File: config.mk
export PLATFORM = sky130hd
export DESIGN_NAME = pc_redirect_unit
export DESIGN_NICKNAME = d
export VERILOG_FILES = /design/src/rtl/pc_redirect_unit_pkg.sv /design/src/rtl/pc_redirect_unit.sv
export SDC_FILE = /design/constraint.sdc
export NUM_CORES = 1
export LEC_CHECK = 0
export ABC_AREA = 1
export BUFFER_PORTS_ARGS = -buffer_cell sky130_fd_sc_hd__buf_2
export CORE_MARGIN = 4
export CORE_UTILIZATION = 30
export CTS_CLUSTER_SIZE = 20
export DETAILED_ROUTE_END_ITERATION = 12
export SYNTH_ARGS = -nofsm -noshare
export SYNTH_HDL_FRONTEND = slang
export SYNTH_SLANG_ARGS = --single-unit
File: constraint.sdc
create_clock -name clk -period 2 [get_ports clk]
set_input_delay 0 -clock clk [delete_from_list [all_inputs] [get_ports clk]]
set_output_delay 0 -clock clk [all_outputs]
set_load 0.03 [all_outputs]
File: src/rtl/pc_redirect_unit_pkg.sv
// Shared CPU definitions for the PC redirect unit: widths, branch-unit decision
// codes, fetch FSM state encoding and the redirect decode helper.
package pc_redirect_unit_pkg;

    localparam int unsigned XLEN     = 32;
    localparam int unsigned DEC_W    = 2;
    localparam int unsigned STATE_W  = 2;
    localparam int unsigned INSN_BYTES = 4;

    // Redirect code produced by the branching unit in EX.
    typedef enum logic [DEC_W-1:0] {
        DEC_NONE = 2'b00,
        DEC_REL  = 2'b01,
        DEC_REG  = 2'b10,
        DEC_RSVD = 2'b11
    } decision_e;

    // Fetch-side FSM state encoding.
    typedef enum logic [STATE_W-1:0] {
        ST_BOOT = 2'b00,
        ST_RUN  = 2'b01,
        ST_TRAP = 2'b10
    } state_e;

    // Decoded redirect request travelling from the EX inputs into the FSM.
    typedef struct packed {
        logic            req;
        logic            misaligned;
        logic [XLEN-1:0] target;
    } redirect_t;

    // Resolve the EX redirect request: pick the target and flag any target that
    // is not word aligned (JALR targets have bit 0 cleared first, so only bit 1
    // can make them misaligned).
    function automatic redirect_t decode_redirect(
        input logic            ex_valid,
        input logic [DEC_W-1:0] decision,
        input logic [XLEN-1:0] target_rel,
        input logic [XLEN-1:0] target_reg
    );
        redirect_t r;
        r.req        = 1'b0;
        r.target     = target_rel;
        r.misaligned = 1'b0;
        if (ex_valid) begin
            case (decision_e'(decision))
                DEC_REL: begin
                    r.req    = 1'b1;
                    r.target = target_rel;
                end
                DEC_REG: begin
                    r.req    = 1'b1;
                    r.target = {target_reg[XLEN-1:1], 1'b0};
                end
                default: begin
                    r.req    = 1'b0;
                    r.target = target_rel;
                end
            endcase
        end
        r.misaligned = r.req && (r.target[1:0] != 2'b00);
        return r;
    endfunction

endpackage

File: src/rtl/pc_redirect_unit.sv
// PC redirect unit: owns the fetch PC, sequences BOOT/RUN/TRAP, applies
// branch/jump redirects from EX with priority over stall and sequential
// advance, raises pipeline flushes and a misaligned-target trap pulse, and
// counts taken redirects.
//
// Ports:
//   clk, rst_n      clock, asynchronous active-low reset
//   decision        EX redirect code (none / PC-relative / register / reserved)
//   ex_valid        qualifies decision
//   target_rel      PC+imm from EX
//   target_reg      rs1+imm from EX
//   stall           IF freeze from the hazard unit
//   fetch_valid     fetch request to instruction memory (combinational)
//   fetch_ready     instruction memory accepts the request
//   pc, pc_plus4    current fetch address and its sequential successor
//   flush_ifid      bubble IF/ID (combinational, same cycle as the redirect)
//   flush_idex      bubble ID/EX (combinational, same cycle as the redirect)
//   misaligned      one-cycle trap pulse for a misaligned redirect target
//   redirect_cnt    number of redirects taken (wraps)
module pc_redirect_unit
    import pc_redirect_unit_pkg::*;
#(
    parameter logic [31:0] RESET_PC = 32'h0000_0000,
    parameter logic [31:0] TRAP_PC  = 32'h0000_0100
) (
    input  logic        clk,
    input  logic        rst_n,
    input  logic [1:0]  decision,
    input  logic        ex_valid,
    input  logic [31:0] target_rel,
    input  logic [31:0] target_reg,
    input  logic        stall,
    output logic        fetch_valid,
    input  logic        fetch_ready,
    output logic [31:0] pc,
    output logic [31:0] pc_plus4,
    output logic        flush_ifid,
    output logic        flush_idex,
    output logic        misaligned,
    output logic [31:0] redirect_cnt
);

    state_e          state_q;
    state_e          state_d;
    logic [XLEN-1:0] pc_q;
    logic [XLEN-1:0] pc_d;
    logic [XLEN-1:0] redirect_cnt_q;
    logic [XLEN-1:0] redirect_cnt_d;
    redirect_t       redir;
    logic            in_run;

    // Redirect request decode from the EX stage inputs.
    always_comb begin
        redir = decode_redirect(ex_valid, decision, target_rel, target_reg);
    end

    // Redirects only act while fetching; BOOT and TRAP ignore them.
    assign in_run = (state_q == ST_RUN);

    // FSM state register.
    always_ff @(posedge clk or negedge rst_n) begin
        if (!rst_n) begin
            state_q <= ST_BOOT;
        end else begin
            state_q <= state_d;
        end
    end

    // FSM next-state logic.
    always_comb begin
        state_d = state_q;
        case (state_q)
            ST_BOOT: state_d = ST_RUN;
            ST_RUN: begin
                if (redir.req && redir.misaligned) begin
                    state_d = ST_TRAP;
                end
            end
            ST_TRAP: state_d = ST_RUN;
            default: state_d = ST_BOOT;
        endcase
    end

    // FSM outputs: fetch request, flushes and trap pulse.
    always_comb begin
        fetch_valid = 1'b0;
        flush_ifid  = 1'b0;
        flush_idex  = 1'b0;
        misaligned  = 1'b0;
        if (in_run) begin
            fetch_valid = 1'b1;
            if (redir.req) begin
                flush_ifid = 1'b1;
                flush_idex = 1'b1;
                misaligned = redir.misaligned;
            end
        end
    end

    // Next PC and redirect counter: redirect beats stall and sequential advance.
    always_comb begin
        pc_d           = pc_q;
        redirect_cnt_d = redirect_cnt_q;
        case (state_q)
            ST_BOOT: pc_d = RESET_PC;
            ST_RUN: begin
                if (redir.req) begin
                    if (redir.misaligned) begin
                        pc_d = TRAP_PC;
                    end else begin
                        pc_d           = redir.target;
                        redirect_cnt_d = redirect_cnt_q + XLEN'(1);
                    end
                end else if (!stall && fetch_ready) begin
                    pc_d = pc_q + XLEN'(INSN_BYTES);
                end
            end
            default: pc_d = pc_q;
        endcase
    end

    // PC and redirect counter registers.
    always_ff @(posedge clk or negedge rst_n) begin
        if (!rst_n) begin
            pc_q           <= RESET_PC;
            redirect_cnt_q <= '0;
        end else begin
            pc_q           <= pc_d;
            redirect_cnt_q <= redirect_cnt_d;
        end
    end

    assign pc           = pc_q;
    assign pc_plus4     = pc_q + XLEN'(INSN_BYTES);
    assign redirect_cnt = redirect_cnt_q;

endmodule

After elaboration in Yosys (flattened, before gate mapping)
Index checks and enable logic that the tools add are counted.
{"block": "word_totals", "register_bits": 66, "input_bits": 71, "out_inout_bits": 100, "elab_cells": 38}
{"block": "classes", "add_sub_neg": 2, "eq_ne": 6, "mux": 15, "n_bitwise": 1, "n_reduce_logical": 11}
{"operator": "$mux W32", "n": 5}
{"operator": "$pmux W32 S2", "n": 1}
{"operator": "$add A32 B1 Y32 const B", "n": 1}
{"operator": "$add A32 B3 Y32 const B", "n": 1}
{"operator": "$mux W1", "n": 7}
{"operator": "$eq A2 B1 Y1 const B", "n": 2}
{"operator": "$eq A2 B2 Y1 const B", "n": 2}
{"operator": "$pmux W2 S2", "n": 1}
{"operator": "$reduce_bool A2 Y1", "n": 2}
{"operator": "$reduce_or A2 Y1", "n": 2}
{"operator": "$logic_and A1 B1 Y1", "n": 3}
{"operator": "$ne A3 B2 Y1 const B", "n": 1}
{"operator": "$reduce_and A3 Y1", "n": 1}
{"operator": "$logic_not A2 Y1", "n": 1}
{"operator": "$mux W2", "n": 1}
{"operator": "$ne A2 B1 Y1 const B", "n": 1}
{"operator": "$reduce_and A2 Y1", "n": 1}
{"operator": "$logic_not A1 Y1", "n": 1}
{"operator": "$not A1 Y1", "n": 1}

Depth between registers and ports, before layout
Gate-level depths: netlist (run 1).
{"block": "depth", "word_depth": 8, "depth_mapped": 12, "ltp_nobuf": 11}

Worst setup path before layout (run 1)
OpenSTA, ideal clock, no wires.
{"block": "synth_timing", "path_type": "reg-to-reg", "start": "register pc_q[3] (netlist: pc[3])", "end": "register pc_q[16] (netlist: pc[16])", "setup_ns": 0.067, "t_arrival_ns": 2.023, "required_ns": 1.933, "setup_slack_ns": -0.090, "path_stages_with_launch": 9, "path_buffers": 0, "synth_period_minus_slack_ns": 2.090, "cell_sequence": "dfrtp_1 > ha_1 > nand2_2 > nor2_4 > nand2_4 > nor2_4 > xor2_1 > o21ai_0 > nand2_1"}
{"block": "synth_via", "elab_chain_len": 4}
{"element": "start, declared", "line_no": "pc_redirect_unit.sv:45", "text": "logic [XLEN-1:0] pc_q;"}
{"element": "start signal, assigned", "line_no": "pc_redirect_unit.sv:128", "text": "pc_q <= pc_d;"}
{"element": "$add A32 B3 Y32"}
{"element": "via pc_plus4[16]", "line_no": "pc_redirect_unit.sv:36", "text": "output logic [31:0] pc_plus4,"}
{"element": "$mux W32", "line_no": "pc_redirect_unit.sv:114", "text": "end else if (!stall && fetch_ready) begin"}
{"element": "$mux W32", "line_no": "pc_redirect_unit.sv:107", "text": "if (redir.req) begin"}
{"element": "$pmux W32 S2", "line_no": "pc_redirect_unit.sv:104", "text": "case (state_q)"}
The timed path passes the listed nets, and every way through them passes these cells. The select of a mux whose other input is x is not followed.
A chain may end at the register's enable or synchronous reset.

Worst setup path after layout (run 1)
{"block": "layout_timing", "start": "register pc_q[2] (netlist: pc[2])", "end": "output port pc_plus4[18]"}
{"block": "layout_via", "elab_chain_len": 1}
{"element": "$add A32 B3 Y32", "line_no": "pc_redirect_unit.sv:134", "text": "assign pc_plus4 = pc_q + XLEN'(INSN_BYTES);"}
{"element": "end, declared", "line_no": "pc_redirect_unit.sv:36"}
Every way passes these cells.

==> metrics.md, run 1 <==
| Metric | Value |
|---|---|
| Max Transition Viols Final | 0 |
| Share of final-layout standard cells stronger than drive strength 1 | 0.265 |
| Effective utilization at floorplan | 0.307 |
| Num CTS Buffers | 9 |
| Hpwl dp | 12.9 mm |
| Summed instance area of the synthesized netlist | 4920 µm² |
| Flops & latches, synth | 66 |
| Type of element launching the critical path | register |
| Core utilization of the finished layout | 0.401 |
| Worst Hold Class | input pin to register |
| Most frequent cell on the critical path | nor2_4 |
| Combinational group share of total power | 0.382 |
| Static power due to leakage | 3.45 nW |
| Share of the clock period used by the worst path after layout | 0.942 |
| Initial antenna violation count | 3 |
| Multiplexer share of the synthesized area | 0 |
| Gpl congestion | 0.887 |
| Number of buffers between clock root and the deepest sink | 2 |
| Placement row count | 46 |
| Wire length of the first global-routing pass | 25.6 mm |
| Routed length per placed instance | 14.5 µm |
| Die height | 136 µm |
| EDFF count, synth | 0 |
| Buffers and inverters on the worst path | 1 |
| Relative contribution of sequential cells to total power | 0.307 |
| Worst endpoint data arrival time | 1880 ps |
| DRC marker count from the first detailed-route iteration | 285 |
| Storage cell area | 1650 µm² |
| Core footprint | 16000 µm² |
| Number of warnings reported in the yosys synthesis log | 0 |
| Run status | finished, final reports clean |
| Worst hold margin | 12.3 ps |
| Delay of the slowest cell on the worst path | 390 ps |
| Crit-path slowest cell | dfrtp_2 |
| Remaining max-slew budget at the tightest pin | 0.691 |
| Number of optimization iterations in the first detailed-route pass | 5 |
| CP Max Fanout | 5 |
| Dpl cells | 1112 |
| TritonCTS clock tree | built |
| Type of element capturing the critical path | output port |
| Post-CTS clock slew at the launch and capture registers of the worst setup and hold paths | 60 ps |
| Pin count of the biggest net entering global routing | 67 |
| Post-synthesis instance total | 739 |
| All-layer global routing usage | 0.177 |
| Total of fill cells in the finished design | 1760 |
| Slew at the pin closest to its max-slew limit | 464 ps |
| Peak supply drop | 0.000490 V |
| Critical path class | register to output port |
| Total net switching power | 0.00261 W |
| Flip-flop cell with the highest count after synthesis | dfrtp_1 |
| Area of the multi-input gates | 2900 µm² |
| Largest family of logic cells by synthesized area | simple AND/OR/NAND/NOR gates |
| Cell Count, Final, Fillers Out | 1135 |
| Adder and majority cell fraction of the synthesized area | 0.00763 |
| Switching share of power | 0.429 |
| Proportion of register bits with asynchronous set or reset after synthesis | 1.00 |
| Cells along the critical path | ha_2, nand2_2, nor2_4, nand2_4, nor2_4, xor2_2, buf_2 |
| Pwr per Cell Area | 948 nW/µm² |
| Number of distinct standard cells referenced by the synthesized netlist | 39 |
| Buffers on Ports | 169 |
| Vias in the first global route | 4832 |
| Data required time at the worst endpoint | 2000 ps |
| Critical path's top delay family | simple AND/OR/NAND/NOR gates |
| Clock insertion delay at the later pin of the skew report | 340 ps |
| Basic-gate share of the synthesized area counting and, or, nand and nor cells | 0.438 |
| Syn Area/Cell | 6.66 µm² |
| Compound-Gate Fraction of Synth Area | 0.0781 |
| Synth Area in XOR/XNOR | 0.0618 |
| Total nets after synthesis | 813 |
| Fin. Hold Viols | 0 |
| Remaining number of nets flagged by the antenna check after routing | 0 |
| Die Area | 18500 µm² |
| Fin nets | 987 |
| Area growth, synth to finish | 30.4% |
| Number of maximum-capacitance violations | 0 |
| Number of top-level pins | 171 |
| Achievable clock frequency | 0.531 GHz |
| Post-synthesis sequential area ratio | 0.336 |
| Cell-internal power | 0.00348 W |
| CTS root buf | clkbuf_16 |
| Chip width | 136 µm |
| Global route total overflow | 0 |
| Clock network power share | 0.310 |
| DRC violations left | 0 |
| Via total after detailed routing | 5245 |
| Final clock skew | 6.44 ps |
| Minimum clock period | 1880 ps |
| # H-tree levels | 3 |
| Total wire length | 16.5 mm |
| Number of sinks on the clock net | 66 |
| Final-report setup violation count | 0 |
| Vias/cell | 4.62 |
-- worst register-to-register path, cell delays in order (launching register included) --
cell and delay (ps):
dfrtp_1 380, inv_2 70, nand2_1 150, nor2_4 260, nand2_4 200, inv_1 410
nand2_1 110, nand2_1 70
-- flip-flops by register name (all words and copies together), names as in the netlist --
register      flops
pc               32
state_q           2
redirect_cnt     32
-- cell type report --
| class | instances | share of cell area |
|---|---|---|
| Clock buffer | 10 | 0.0372 |
| Tap cell | 216 | 0.0421 |
| Sequential cell | 66 | 0.258 |
| Clock inverter | 6 | 0.0176 |
| Timing Repair Buffer | 185 | 0.154 |
| Antenna cell | 1 | 0.000390 |
| Multi-Input combinational cell | 586 | 0.452 |
| Inverter | 65 | 0.0380 |
-- synth_stat cells, types with 3 or more instances --
master | number | area (µm²)
buf_6 | 4 | 45.0
nand4_1 | 4 | 25.0
a31oi_1 | 3 | 18.8
clkbuf_1 | 5 | 18.8
buf_4 | 6 | 45.0
nand3_1 | 40 | 200
a221oi_1 | 7 | 61.3
nand3_2 | 4 | 40.0
nand2_4 | 4 | 45.0
o21ai_0 | 14 | 70.1
nand2_1 | 290 | 1090
nor2_4 | 10 | 113
nor2_1 | 98 | 368
inv_1 | 64 | 240
or2_2 | 3 | 18.8
dfrtp_1 | 66 | 1650
ha_1 | 3 | 37.5
buf_2 | 7 | 35.0
a21oi_1 | 20 | 100
nand3b_1 | 14 | 105
o211ai_1 | 4 | 30.0
nand2_2 | 7 | 43.8
xnor2_1 | 8 | 70.1
o21ai_1 | 4 | 20.0
nor3_1 | 8 | 40.0
xor2_1 | 23 | 201
nor2_2 | 5 | 31.3
-- worst paths after layout --
kind,start,end,slack [ps],cells past startpoint
min,target_reg[11],pc[11],10,5
max in group asynchronous,rst_n,pc[3],1460,3
max reg2reg,state_q[1],redirect_cnt[26],290,7
min in group asynchronous,rst_n,pc[17],210,3
max,pc[2],pc_plus4[18],120,7
min reg2reg,state_q[1],state_q[0],500,1
-- through the flow --
step	setup TNS [ps]	power [W]	cell area (µm²)	setup WS [ps]
4_1_cts	0	0.00612	6390	7.60
3_3_place_gp	0	0.00417	5990	244
6_report	0	0.00609	6420	115
2_1_floorplan	0	0.00337	4930	84.8
3_5_place_dp	0	0.00418	5990	227
5_1_grt	-6.26	0.00642	6420	-6.26
-- cells in the final DEF, fill, tap and decap left out, types with 7 or more instances in the layout --
master and instances:
nor3_1 8, buf_4 12, nand3b_1 14, buf_2 168
nand2_1 290, nand2_2 7, xnor2_1 8, o21ai_0 14
xor2_1 21, nand3_1 40, a221oi_1 7, inv_1 64
dfrtp_1 64, nor2_1 98, a21oi_1 20, nor2_4 11
clkbuf_16 9
-- logic make-up (layout without fill, tap and decap cells) --
family                     count (synthesis)  after routing
and+or+nand+nor                          490            490
other                                      0              1
AOI/OAI and AO/OA                         60             60
buffers and inverters                     87            266
DFF                                       66             66
adders and majority gates                  3              3
xor gates and xnor gates                  33             33
-- power groups by stage --
stage | Clock [W] | Combinational, W | Sequential, W
2_1_floorplan | 0 | 0.00117 | 0.00220
3_3_place_gp | 0 | 0.00229 | 0.00189
3_5_place_dp | 0 | 0.00229 | 0.00189
4_1_cts | 0.00194 | 0.00231 | 0.00187
5_1_grt | 0.00200 | 0.00251 | 0.00191
6_report | 0.00189 | 0.00233 | 0.00187
-- metal layers --
metal	track usage	vias up	routed length [µm]
met5	0	-	27
met4	0.0470	4	219
met3	0.0489	21	1270
met2	0.301	174	7890
met1	0.220	2370	7100
li1	-	2676	-
-- what timing repair did --
action | 4_1_cts | 5_1_grt
hold buffers | 4 | 0
endpoints found under the hold margin | 69 | 0
endpoints found under the setup margin | 2 | 10
pin swaps | 0 | 2
resized for setup | 1 | 5
buffers inserted | 0 | 2
gates cloned | 0 | 0
Note: power is estimated with default switching activity, not from simulation.
==> inputs of run 2 (changes only) <==
Settings changed: ABC_AREA 1 to unset, CORE_ASPECT_RATIO set to 1.4.
==> metrics.md, run 2 <==
| Metric | Value |
|---|---|
| Routed length per placed instance | 17.0 µm |
| Relative contribution of sequential cells to total power | 0.329 |
| Remaining number of nets flagged by the antenna check after routing | 0 |
| Via total after detailed routing | 4419 |
| Buffers on Ports | 169 |
| Static power due to leakage | 3.29 nW |
| Peak supply drop | 0.000396 V |
| Fin. Hold Viols | 0 |
| Setup repair after global routing missed its margin | true |
| Number of buffers between clock root and the deepest sink | 2 |
| Data required time at the worst endpoint | 2000 ps |
| Number of warnings reported in the yosys synthesis log | 0 |
| Minimum clock period | 1950 ps |
| Global route total overflow | 0 |
| TritonCTS clock tree | built |
| Number of sinks on the clock net | 66 |
| Post-synthesis sequential area ratio | 0.390 |
| Number of top-level pins | 171 |
| Summed instance area of the synthesized netlist | 4240 µm² |
| Placement row count | 51 |
| Sum Neg Setup Slack | 0 ps |
| Initial antenna violation count | 1 |
| Worst Hold Class | input pin to register |
| DRC marker count from the first detailed-route iteration | 251 |
| Number of optimization iterations in the first detailed-route pass | 4 |
| Share of final-layout standard cells stronger than drive strength 1 | 0.444 |
| Hpwl dp | 11.4 mm |
| DRC violations left | 0 |
| EDFF count, synth | 0 |
| All-layer global routing usage | 0.183 |
| Number of maximum-capacitance violations | 0 |
| Num CTS Buffers | 9 |
| M2 GR Usage | 0.310 |
| Pwr per Cell Area | 803 nW/µm² |
| Most common cell after layout, fill and taps aside | buf_2 |
| # H-tree levels | 3 |
| Met3 layer usage reported by global route | 0.0382 |
| Type of element capturing the critical path | output port |
| Achievable clock frequency | 0.512 GHz |
| CTS root buf | clkbuf_16 |
| Number of distinct standard cells referenced by the synthesized netlist | 60 |
| Total net switching power | 0.00190 W |
| Switching share of power | 0.375 |
| Max Transition Viols Final | 0 |
| Chip width | 108 µm |
| Area growth, synth to finish | 49.1% |
| Worst endpoint data arrival time | 1950 ps |
| Die height | 149 µm |
| Cell types with the highest counts after synthesis | dfrtp_1 (66), nand2_1 (50), nand3_1 (46) |
| Clock insertion delay at the later pin of the skew report | 320 ps |
| Largest cells by area after synthesis | dfrtp_1 (39%), xnor2_1 (8.5%), nand3_1 (5.4%) |
| Final-report setup violation count | 0 |
| Critical path class | register to output port |
| Die Area | 16100 µm² |
| Slew at the pin closest to its max-slew limit | 516 ps |
| Share of the clock period used by the worst path after layout | 0.977 |
| Gpl congestion | 0.837 |
| Post-CTS clock slew at the launch and capture registers of the worst setup and hold paths | 60 ps |
| CP Max Fanout | 8 |
| Wire length of the first global-routing pass | 23.1 mm |
| Remaining max-slew budget at the tightest pin | 0.656 |
| Cell-internal power | 0.00317 W |
| Final clock skew | 8.38 ps |
| Post-synthesis instance total | 472 |
| Vias in the first global route | 4367 |
| Flops & latches, synth | 66 |
| Proportion of register bits with asynchronous set or reset after synthesis | 1.00 |
| Pin count of the biggest net entering global routing | 48 |
| Most frequently used cell type in the post-synthesis netlist | dfrtp_1 |
| Flip-flop cell with the highest count after synthesis | dfrtp_1 |
| Clock network power share | 0.334 |
| Effective utilization at floorplan | 0.305 |
| Combinational group share of total power | 0.336 |
| Vias/cell | 5.03 |
| Run status | finished, final reports clean |
| Commonest cells after routing, fill and taps aside | buf_2 (152), buf_4 (66), dfrtp_1 (52) |
| Met1 global-route usage | 0.232 |
| Core footprint | 13900 µm² |
| Core utilization of the finished layout | 0.454 |
| Synth area leader | dfrtp_1 |
| Type of element launching the critical path | register |
| Fin nets | 762 |
| Reg-to-reg slack, setup | 120 ps |
| Count of inserted antenna diode cells | 0 |
| Area share of the largest cell type after synthesis | 0.390 |
| Gr busiest metal | met2 |
| Syn Area/Cell | 8.98 µm² |
| Total nets after synthesis | 546 |
| Total wire length | 15.0 mm |
==> run 2: power groups by stage <==
stage | clock network (W) | registers [W] | logic (W)
3_5_place_dp | 0 | 0.00168 | 0.00165
3_3_place_gp | 0 | 0.00167 | 0.00164
4_1_cts | 0.00173 | 0.00167 | 0.00170
2_1_floorplan | 0 | 0.00191 | 0.000762
5_1_grt | 0.00180 | 0.00169 | 0.00183
6_report | 0.00170 | 0.00167 | 0.00171
==> run 2: layout make-up <==
class / instances / area (µm²)
fillers: 1409 / 7600
multi-input cells: 369 / 2630
inverters: 9 / 33.8
repair buffers: 233 / 1430
clock buffers: 10 / 229
flip-flops and latches: 66 / 1670
clock inverters: 6 / 91.3
well taps: 185 / 231
==> run 2: worst paths after layout <==
kind,from,to,depth (start not counted)
min,target_reg[30],pc[30],3
max reg2reg,redirect_cnt[3],redirect_cnt[22],6
min in group asynchronous,rst_n,pc[28],2
min reg2reg,redirect_cnt[31],redirect_cnt[31],1
max,pc[7],pc_plus4[15],8
max in group asynchronous,rst_n,pc[3],3
==> run 2: stage by stage <==
step / worst slack [ps] / area [µm²] / hold slack [ps] / total power [W] / instances
2_1_floorplan: -54.4 / 4320 / -296 / 0.00267 / 472
3_5_place_dp: 49.5 / 5660 / 2.78 / 0.00333 / 844
5_1_grt: -56.3 / 6310 / 47.3 / 0.00533 / 878
3_3_place_gp: 100 / 5660 / -8.36 / 0.00331 / 844
4_1_cts: -15.1 / 6120 / 23.6 / 0.00509 / 865
6_report: 45.1 / 6310 / 30.6 / 0.00507 / 878
==> run 2: critical path: stages, from the launching register on <==
cell and delay, ps:
dfrtp_1 370, buf_4 150, nand4_1 150, nor2_2 140
buf_6 150, buf_4 130, nand2_1 80, xnor2_1 220
buf_2 240
==> run 2: kinds of logic (layout without fill, tap and decap cells) <==
| kind of cell | count (synthesis) | after routing | synth area share |
|---|---|---|---|
| mux | 14 | 14 | 0.0337 |
| buf+inv | 37 | 258 | 0.0384 |
| simple gates | 198 | 198 | 0.264 |
| compound gates | 95 | 95 | 0.144 |
| xor+xnor | 59 | 59 | 0.122 |
| flops | 66 | 66 | 0.390 |
| fa+ha+maj | 3 | 3 | 0.00886 |
==> run 2: timing repair <==
item | in CTS | in global routing
pin swaps | 8 | 13
hold buffers | 1 | 0
gates resized for setup | 27 | 24
cloned | 0 | 0
setup buffers | 4 | 13
hold endpoints to repair | 19 | 0
endpoints found under the setup margin | 13 | 24
==> run 2: routing by layer <==
| metal | vias to the layer above | share of wire |
|---|---|---|
| met5 | - | 0.0013 |
| met4 | 2 | 0.020 |
| met3 | 21 | 0.060 |
| met2 | 142 | 0.51 |
| met1 | 2130 | 0.41 |
| li1 | 2124 | - |
